==> config.mk <==
export PLATFORM = sky130hd
export DESIGN_NAME = systolic_ctrl
export DESIGN_NICKNAME = d
export VERILOG_FILES = /design/src/rtl/systolic_ctrl.sv
export SDC_FILE = /design/constraint.sdc
export NUM_CORES = 1
export LEC_CHECK = 0
export CORE_AREA = 2 2 306 308
export CTS_CLUSTER_DIAMETER = 40
export DETAILED_ROUTE_END_ITERATION = 10
export DIE_AREA = 0 0 308 310
export HOLD_SLACK_MARGIN = 0.1
export PLACE_DENSITY = 0.35
export SLEW_MARGIN = 30
export SYNTH_ARGS = -nofsm -noshare
export SYNTH_HDL_FRONTEND = slang
export SYNTH_SLANG_ARGS = --single-unit
==> constraint.sdc <==
create_clock -name clk -period 2.2 [get_ports clk]
set_input_delay 0.44 -clock clk [delete_from_list [all_inputs] [get_ports clk]]
set_output_delay 0.44 -clock clk [all_outputs]
set_load 0.02 [all_outputs]
==> src/rtl/systolic_ctrl.sv <==
// systolic_ctrl: job sequencer in front of systolic_array.
// Loads ARRAY_ROW weight rows one-hot via sa_row_load_en, then streams activation
// vectors under sa_en_compute. A valid/last tag follows each beat through a
// LATENCY-deep pipe, so r_valid/r_last line up with the psum vector the array
// returns for that beat.
// Ports:
//   clk, rst_n             clock, synchronous active-low reset
//   start / busy / done    job control: start pulse, busy level, done pulse
//   w_valid/w_ready/w_data weight-row stream (one row per handshake)
//   a_valid/a_ready/a_data activation stream, a_last marks the final beat
//   sa_*                   drive/return signals of systolic_array
//   r_valid/r_last/r_data  result stream, no backpressure; r_data = sa_psum_vec
module systolic_ctrl #(
  parameter int unsigned ARRAY_ROW  = 8,
  parameter int unsigned ARRAY_COL  = 8,
  parameter int unsigned DATA_WIDTH = 8,
  parameter int unsigned ACC_WIDTH  = 32,
  parameter int unsigned LATENCY    = 18
) (
  input  logic                            clk,
  input  logic                            rst_n,
  input  logic                            start,
  output logic                            busy,
  output logic                            done,
  input  logic                            w_valid,
  output logic                            w_ready,
  input  logic [ARRAY_COL*DATA_WIDTH-1:0] w_data,
  input  logic                            a_valid,
  output logic                            a_ready,
  input  logic [ARRAY_ROW*DATA_WIDTH-1:0] a_data,
  input  logic                            a_last,
  output logic [ARRAY_ROW-1:0]            sa_row_load_en,
  output logic [ARRAY_COL*DATA_WIDTH-1:0] sa_weight_vec,
  output logic                            sa_en_compute,
  output logic [ARRAY_ROW*DATA_WIDTH-1:0] sa_act_vec,
  input  logic [ARRAY_COL*ACC_WIDTH-1:0]  sa_psum_vec,
  output logic                            r_valid,
  output logic                            r_last,
  output logic [ARRAY_COL*ACC_WIDTH-1:0]  r_data
);

  localparam int unsigned ROW_CW = $clog2(ARRAY_ROW + 1);
  localparam int unsigned LAT_CW = $clog2(LATENCY + 1);

  typedef enum logic [2:0] {
    IDLE    = 3'd0,
    LOAD_W  = 3'd1,
    COMPUTE = 3'd2,
    DRAIN   = 3'd3,
    DONE    = 3'd4
  } state_t;

  state_t              state;
  logic [ROW_CW-1:0]   row_cnt;
  logic [LAT_CW-1:0]   lat_cnt;
  logic [LATENCY-1:0]  tag_v;
  logic [LATENCY-1:0]  tag_l;
  logic                w_fire;
  logic                a_fire;

  assign w_fire = (state == LOAD_W) && w_valid && w_ready;
  assign a_fire = (state == COMPUTE) && a_valid && a_ready;

  // Results are the array output itself; only the qualifiers are generated here.
  assign r_data = sa_psum_vec;

  // Sequencer, tag pipe and all registered outputs.
  always_ff @(posedge clk) begin
    if (!rst_n) begin
      state          <= IDLE;
      row_cnt        <= '0;
      lat_cnt        <= '0;
      tag_v          <= '0;
      tag_l          <= '0;
      busy           <= 1'b0;
      done           <= 1'b0;
      w_ready        <= 1'b0;
      a_ready        <= 1'b0;
      sa_row_load_en <= '0;
      sa_weight_vec  <= '0;
      sa_en_compute  <= 1'b0;
      sa_act_vec     <= '0;
      r_valid        <= 1'b0;
      r_last         <= 1'b0;
    end else begin
      done           <= 1'b0;
      sa_row_load_en <= '0;

      // Tag pipe moves in lockstep with the array, i.e. only while it computes.
      // Stage 0 holds the tag of the vector presented this cycle (bubble = 0).
      if (sa_en_compute) begin
        tag_v[0] <= a_fire;
        tag_l[0] <= a_fire && a_last;
        for (int i = 1; i < int'(LATENCY); i++) begin
          tag_v[i] <= tag_v[i-1];
          tag_l[i] <= tag_l[i-1];
        end
        r_valid <= tag_v[LATENCY-1];
        r_last  <= tag_l[LATENCY-1];
      end else begin
        r_valid <= 1'b0;
        r_last  <= 1'b0;
      end

      case (state)
        IDLE: begin
          if (start) begin
            state   <= LOAD_W;
            row_cnt <= '0;
            busy    <= 1'b1;
            w_ready <= 1'b1;
          end
        end

        LOAD_W: begin
          if (w_fire) begin
            sa_weight_vec  <= w_data;
            sa_row_load_en <= ARRAY_ROW'(1) << row_cnt;
            row_cnt        <= row_cnt + ROW_CW'(1);
            // Last row: the array still sees its load strobe in the first
            // COMPUTE cycle, while the activation input is still zero.
            if (row_cnt == ROW_CW'(ARRAY_ROW - 1)) begin
              state         <= COMPUTE;
              w_ready       <= 1'b0;
              a_ready       <= 1'b1;
              sa_en_compute <= 1'b1;
            end
          end
        end

        COMPUTE: begin
          if (a_fire) begin
            sa_act_vec <= a_data;
            if (a_last) begin
              state   <= DRAIN;
              a_ready <= 1'b0;
              lat_cnt <= '0;
            end
          end else begin
            sa_act_vec <= '0;
          end
        end

        // LATENCY+1 cycles so the last beat's result lands in the final DRAIN cycle.
        DRAIN: begin
          sa_act_vec <= '0;
          if (lat_cnt == LAT_CW'(LATENCY)) begin
            state         <= DONE;
            sa_en_compute <= 1'b0;
            done          <= 1'b1;
          end else begin
            lat_cnt <= lat_cnt + LAT_CW'(1);
          end
        end

        DONE: begin
          state <= IDLE;
          busy  <= 1'b0;
        end

        default: state <= IDLE;
      endcase
    end
  end

endmodule

==> results <==
- The source-to-sink clock delay at the later pin of the worst-skew pair is 0.49 ns.
- The longest clock path from root to sink contains 2 buffers.
- The clock-pin slew of the registers on the worst-case setup and hold paths is 0.08 ns.
- The remaining global-route overflow is 0.
- Once placement completed, the tool counted placed cells totaling 2179.
- The number of antenna violations at the first check in global routing came to 8.
- Counting instances, the worst hold path has a depth of 2.
- The logic depth of the worst register-to-register path is 5.
- The placement row count is ~110.
- The synthesized netlist occupies a cell area of ~0.0087 mm².
- The share of the yosys chip area belonging to registers is between 40 and 50%.
- In the synthesized netlist the async set-or-reset flop fraction comes to 0%.
- The first global-routing pass estimated 47600 µm of wire.
- The startpoint identified for the worst hold timing path is sa_weight_vec[5].
- The post-synthesis register bit count is 191.
- Walking the worst path, the cells encountered are clkdlybuf4s50_1.
- The core region is 0.0925 mm².
- From bottom edge to top edge, the die measures 310 µm.
- Once placement finished, the instance area stood at between 0.01 and 0.015 mm².
- The HPWL after detailed placement is 27100 µm.
- The hold path endpoint is sa_weight_vec[5].
- The first detailed-routing pass ran for 4 iterations.
- The count of input and output buffers is 276.
- The critical path in this run is classified as reg -> out.
- The floorplan step defined a die boundary enclosing about 0.095 mm².
- The antenna violation net count after detailed routing is 0.
- The x dimension of the die is about 310 µm.
- TritonCTS built the clock tree.
- Yosys printed 0 warnings.
- Clock tree synthesis selected as its root buffer the cell clkbuf_16.
- In the routed design, unresolved DRC markers number 0.
- IR analysis of the VDD net gives a maximum drop of between 400 and 500 µV.
- The initial utilization of the core area, before any placement, comes to 9.39%.
- The finished cells cover 0.0117 mm².
- The number of antenna diodes in the final layout is 0.
- The clock sink count is 191.
- The launching element type of the critical path is a flip-flop.
- The endpoint class of the critical path is a primary output.
- The required time of the critical path is between 1.5 and 2 ns.
- The dominant delay contributor by cell family on the critical path is buffers and inverters.
- The worst-margin pin slew is 0.540 ns.
- The number of global-route vias before repair came to 6572.
- The accumulated negative setup slack is 0 ns.
- After detailed routing, the average wire length per cell comes to 15.9 µm.
- The largest net degree at the start of global routing is 66.
- After the first detailed-routing iteration, the DRC count stood at about 260.
- The ratio of final minimum period to clock period is between 90% and 100%.
- After the last flow step, the layout net total stands at 1397.
- The analysis attributes to cell leakage a power of around 3.6 nW.
- The number of setup violations in the final report is 0.
- The post-placement worst setup slack is around 0.14 ns.
- The endpoint of the worst-slack reg-to-reg timing path is sa_weight_vec[51].
- The I/O pin total is 789.
- Of the cells placed in the final design, the portion with a size suffix greater than 1 is under 10%.
- The critical path's slowest cell is clkdlybuf4s50_1.
- CTS built an H-tree with a depth of 4.
- Across the run, the number of max-cap violations was 0.
- The final cell count without fillers is 2211.
- The post-CTS setup-driven buffer insertion count is 0.
- The worst setup margin is 0.123 ns.
- The final weighted congestion in routability-driven placement is 0.707.
- The min-delay analysis places its worst path in the category reg -> reg.
- The per-cell via count in the routed design is 2.98.
- A synthesized cell averages 8.70 µm².
- The smallest clock period supported by the final layout is computed as about 2.1 ns.
- The instance count of the mapped netlist is 998.
- The worst endpoint data arrival time is 1.64 ns.
- The final layout contains routed wiring with a total length of 35200 µm.
- The growth of design area from synthesis to finish is 34.3%.
- Along the worst path, the maximum fanout reaches 2.
- Setup repair after global routing left no endpoint under its margin.
- The final hold violation count was 0.
- The flow ran to the end, and the final reports show no timing, DRC or antenna violations.
- The number of enable-type register cells in the synthesized netlist is 0.
- The number of inserted filler cells in the final layout is 10500.
- When the netlist entered floorplanning its net count stood at 1394.
- The setup slack of the most critical reg-to-reg path is 0.39 ns.
- On the worst path, the slowest cell contributes a delay of 0.78 ns.
- Synthesis instantiated 40 different standard cells from the library.
- TritonCTS created 17 clock buffers.
- The number of pins exceeding their max-slew limit in the final report is 0.
- Timing would allow up to 481 MHz.
- The total power density per cell area is about 700 mW/mm².
- The overall global routing resource usage is slightly above 7%.
- The number of buffers and inverters on the critical path is 1.
- Headroom to the max-slew limit came out at between 60% and 70%.
- The clock skew is 0.0185 ns.
- The final route contains roughly 6600 vias.
- For this run, the leading register cell type out of synthesis is dfxtp_1.
- The startpoint identified for the worst register-to-register timing path is state[2].
## worst max-delay path by stage
| stage | from | end | slack, ns | cells past startpoint |
|---|---|---|---|---|
| after detailed placement | a_valid | sa_act_vec[51] | 0.14 | 6 |
| after global placement | a_valid | lat_cnt[2] | 0.15 | 5 |
| final | busy | busy | 0.12 | 1 |
| after global routing | busy | busy | 0.04 | 1 |
| after CTS | busy | busy | 0.01 | 1 |
| after floorplan | lat_cnt[0] | lat_cnt[2] | 0.60 | 6 |
## cell type report
class                   instances  area, µm²  area share [%]
inverters                       7       31.3           0.268
multi-input cells             484       2640            22.6
repair buffers                300       3050            26.1
clock inverters                15        204            1.75
flip-flops and latches        191       3820            32.8
well taps                    1197       1500            12.8
clock buffers                  17        425            3.65
## cell families after synthesis
family                     after synthesis  share of synthesized area [%]
and+or+nand+nor                        285                           13.7
buffers and inverters                  323                           25.9
adders and majority gates                6                          0.864
muxes                                   36                           4.15
xor gates and xnor gates                 1                          0.101
DFF                                    191                           44.0
AOI/OAI and AO/OA                      156                           11.3
## sequential cells by signal, indices dropped and copies added (netlist names), 3 cells and up
name / count
lat_cnt: 5
row_cnt: 4
sa_act_vec: 64
tag_v: 18
state: 3
tag_l: 18
sa_row_load_en: 8
sa_weight_vec: 64
## power breakdown
part / switching, mW / internal [mW]
logic: 0.650 / 0.535
clock network: 1.82 / 1.58
registers: 0.0896 / 3.55
## per-layer routing
layer / share of wire (%) / routed length [µm] / GRT usage (%) / up-vias
met5: 0.037 / 13 / 0.101 / -
met4: 5.2 / 1830 / 4.62 / 2
met3: 14 / 4980 / 4.80 / 153
met2: 45 / 15800 / 10.7 / 387
met1: 36 / 12600 / 7.00 / 3002
li1: - / - / - / 3036
## cell usage after synthesis, types with 2 or more instances
cell type / n / share of area (%)
dfxtp_1: 191 / 44
a22oi_1: 64 / 5.5
or3_1: 3 / 0.22
buf_2: 18 / 1.0
and3_1: 4 / 0.29
buf_6: 7 / 0.91
nor2_1: 109 / 4.7
ha_1: 6 / 0.86
nand2b_1: 3 / 0.22
clkbuf_1: 35 / 1.5
nand3b_1: 3 / 0.26
nand3_1: 8 / 0.46
o221a_2: 2 / 0.26
nor3_1: 4 / 0.23
a21oi_1: 73 / 4.2
a211oi_1: 3 / 0.26
o21ai_0: 6 / 0.35
nor4_1: 4 / 0.29
mux2i_1: 36 / 4.1
nand2_1: 138 / 6.0
buf_4: 256 / 22
inv_1: 7 / 0.30
## cells in the final DEF, fill, tap and decap left out, types with 7 or more instances in the layout
cell,count
nand2_1,138
a22oi_1,64
clkbuf_16,17
clkdlybuf4s50_1,273
dfxtp_1,190
a21oi_1,73
mux2i_1,36
buf_4,16
buf_12,9
nor2_1,109
nand3_1,7
## what timing repair did
action,in CTS,in global routing
endpoints found under the hold margin,0,0
hold buffers,0,0
resized for setup,2,0
endpoints found under the setup margin,2,0
## metrics by stage
| step | total power, mW | hold slack, ns | util (%) |
|---|---|---|---|
| 2_1_floorplan | 4.91 | 0.450 | - |
| 3_3_place_gp | 4.94 | 0.443 | 11.9 |
| 3_5_place_dp | 4.95 | 0.448 | 11.9 |
| 4_1_cts | 8.54 | 0.426 | 12.6 |
| 5_1_grt | 8.69 | 0.462 | 12.6 |
| 6_report | 8.23 | 0.456 | 12.6 |
(Power assumes the default switching activity.)
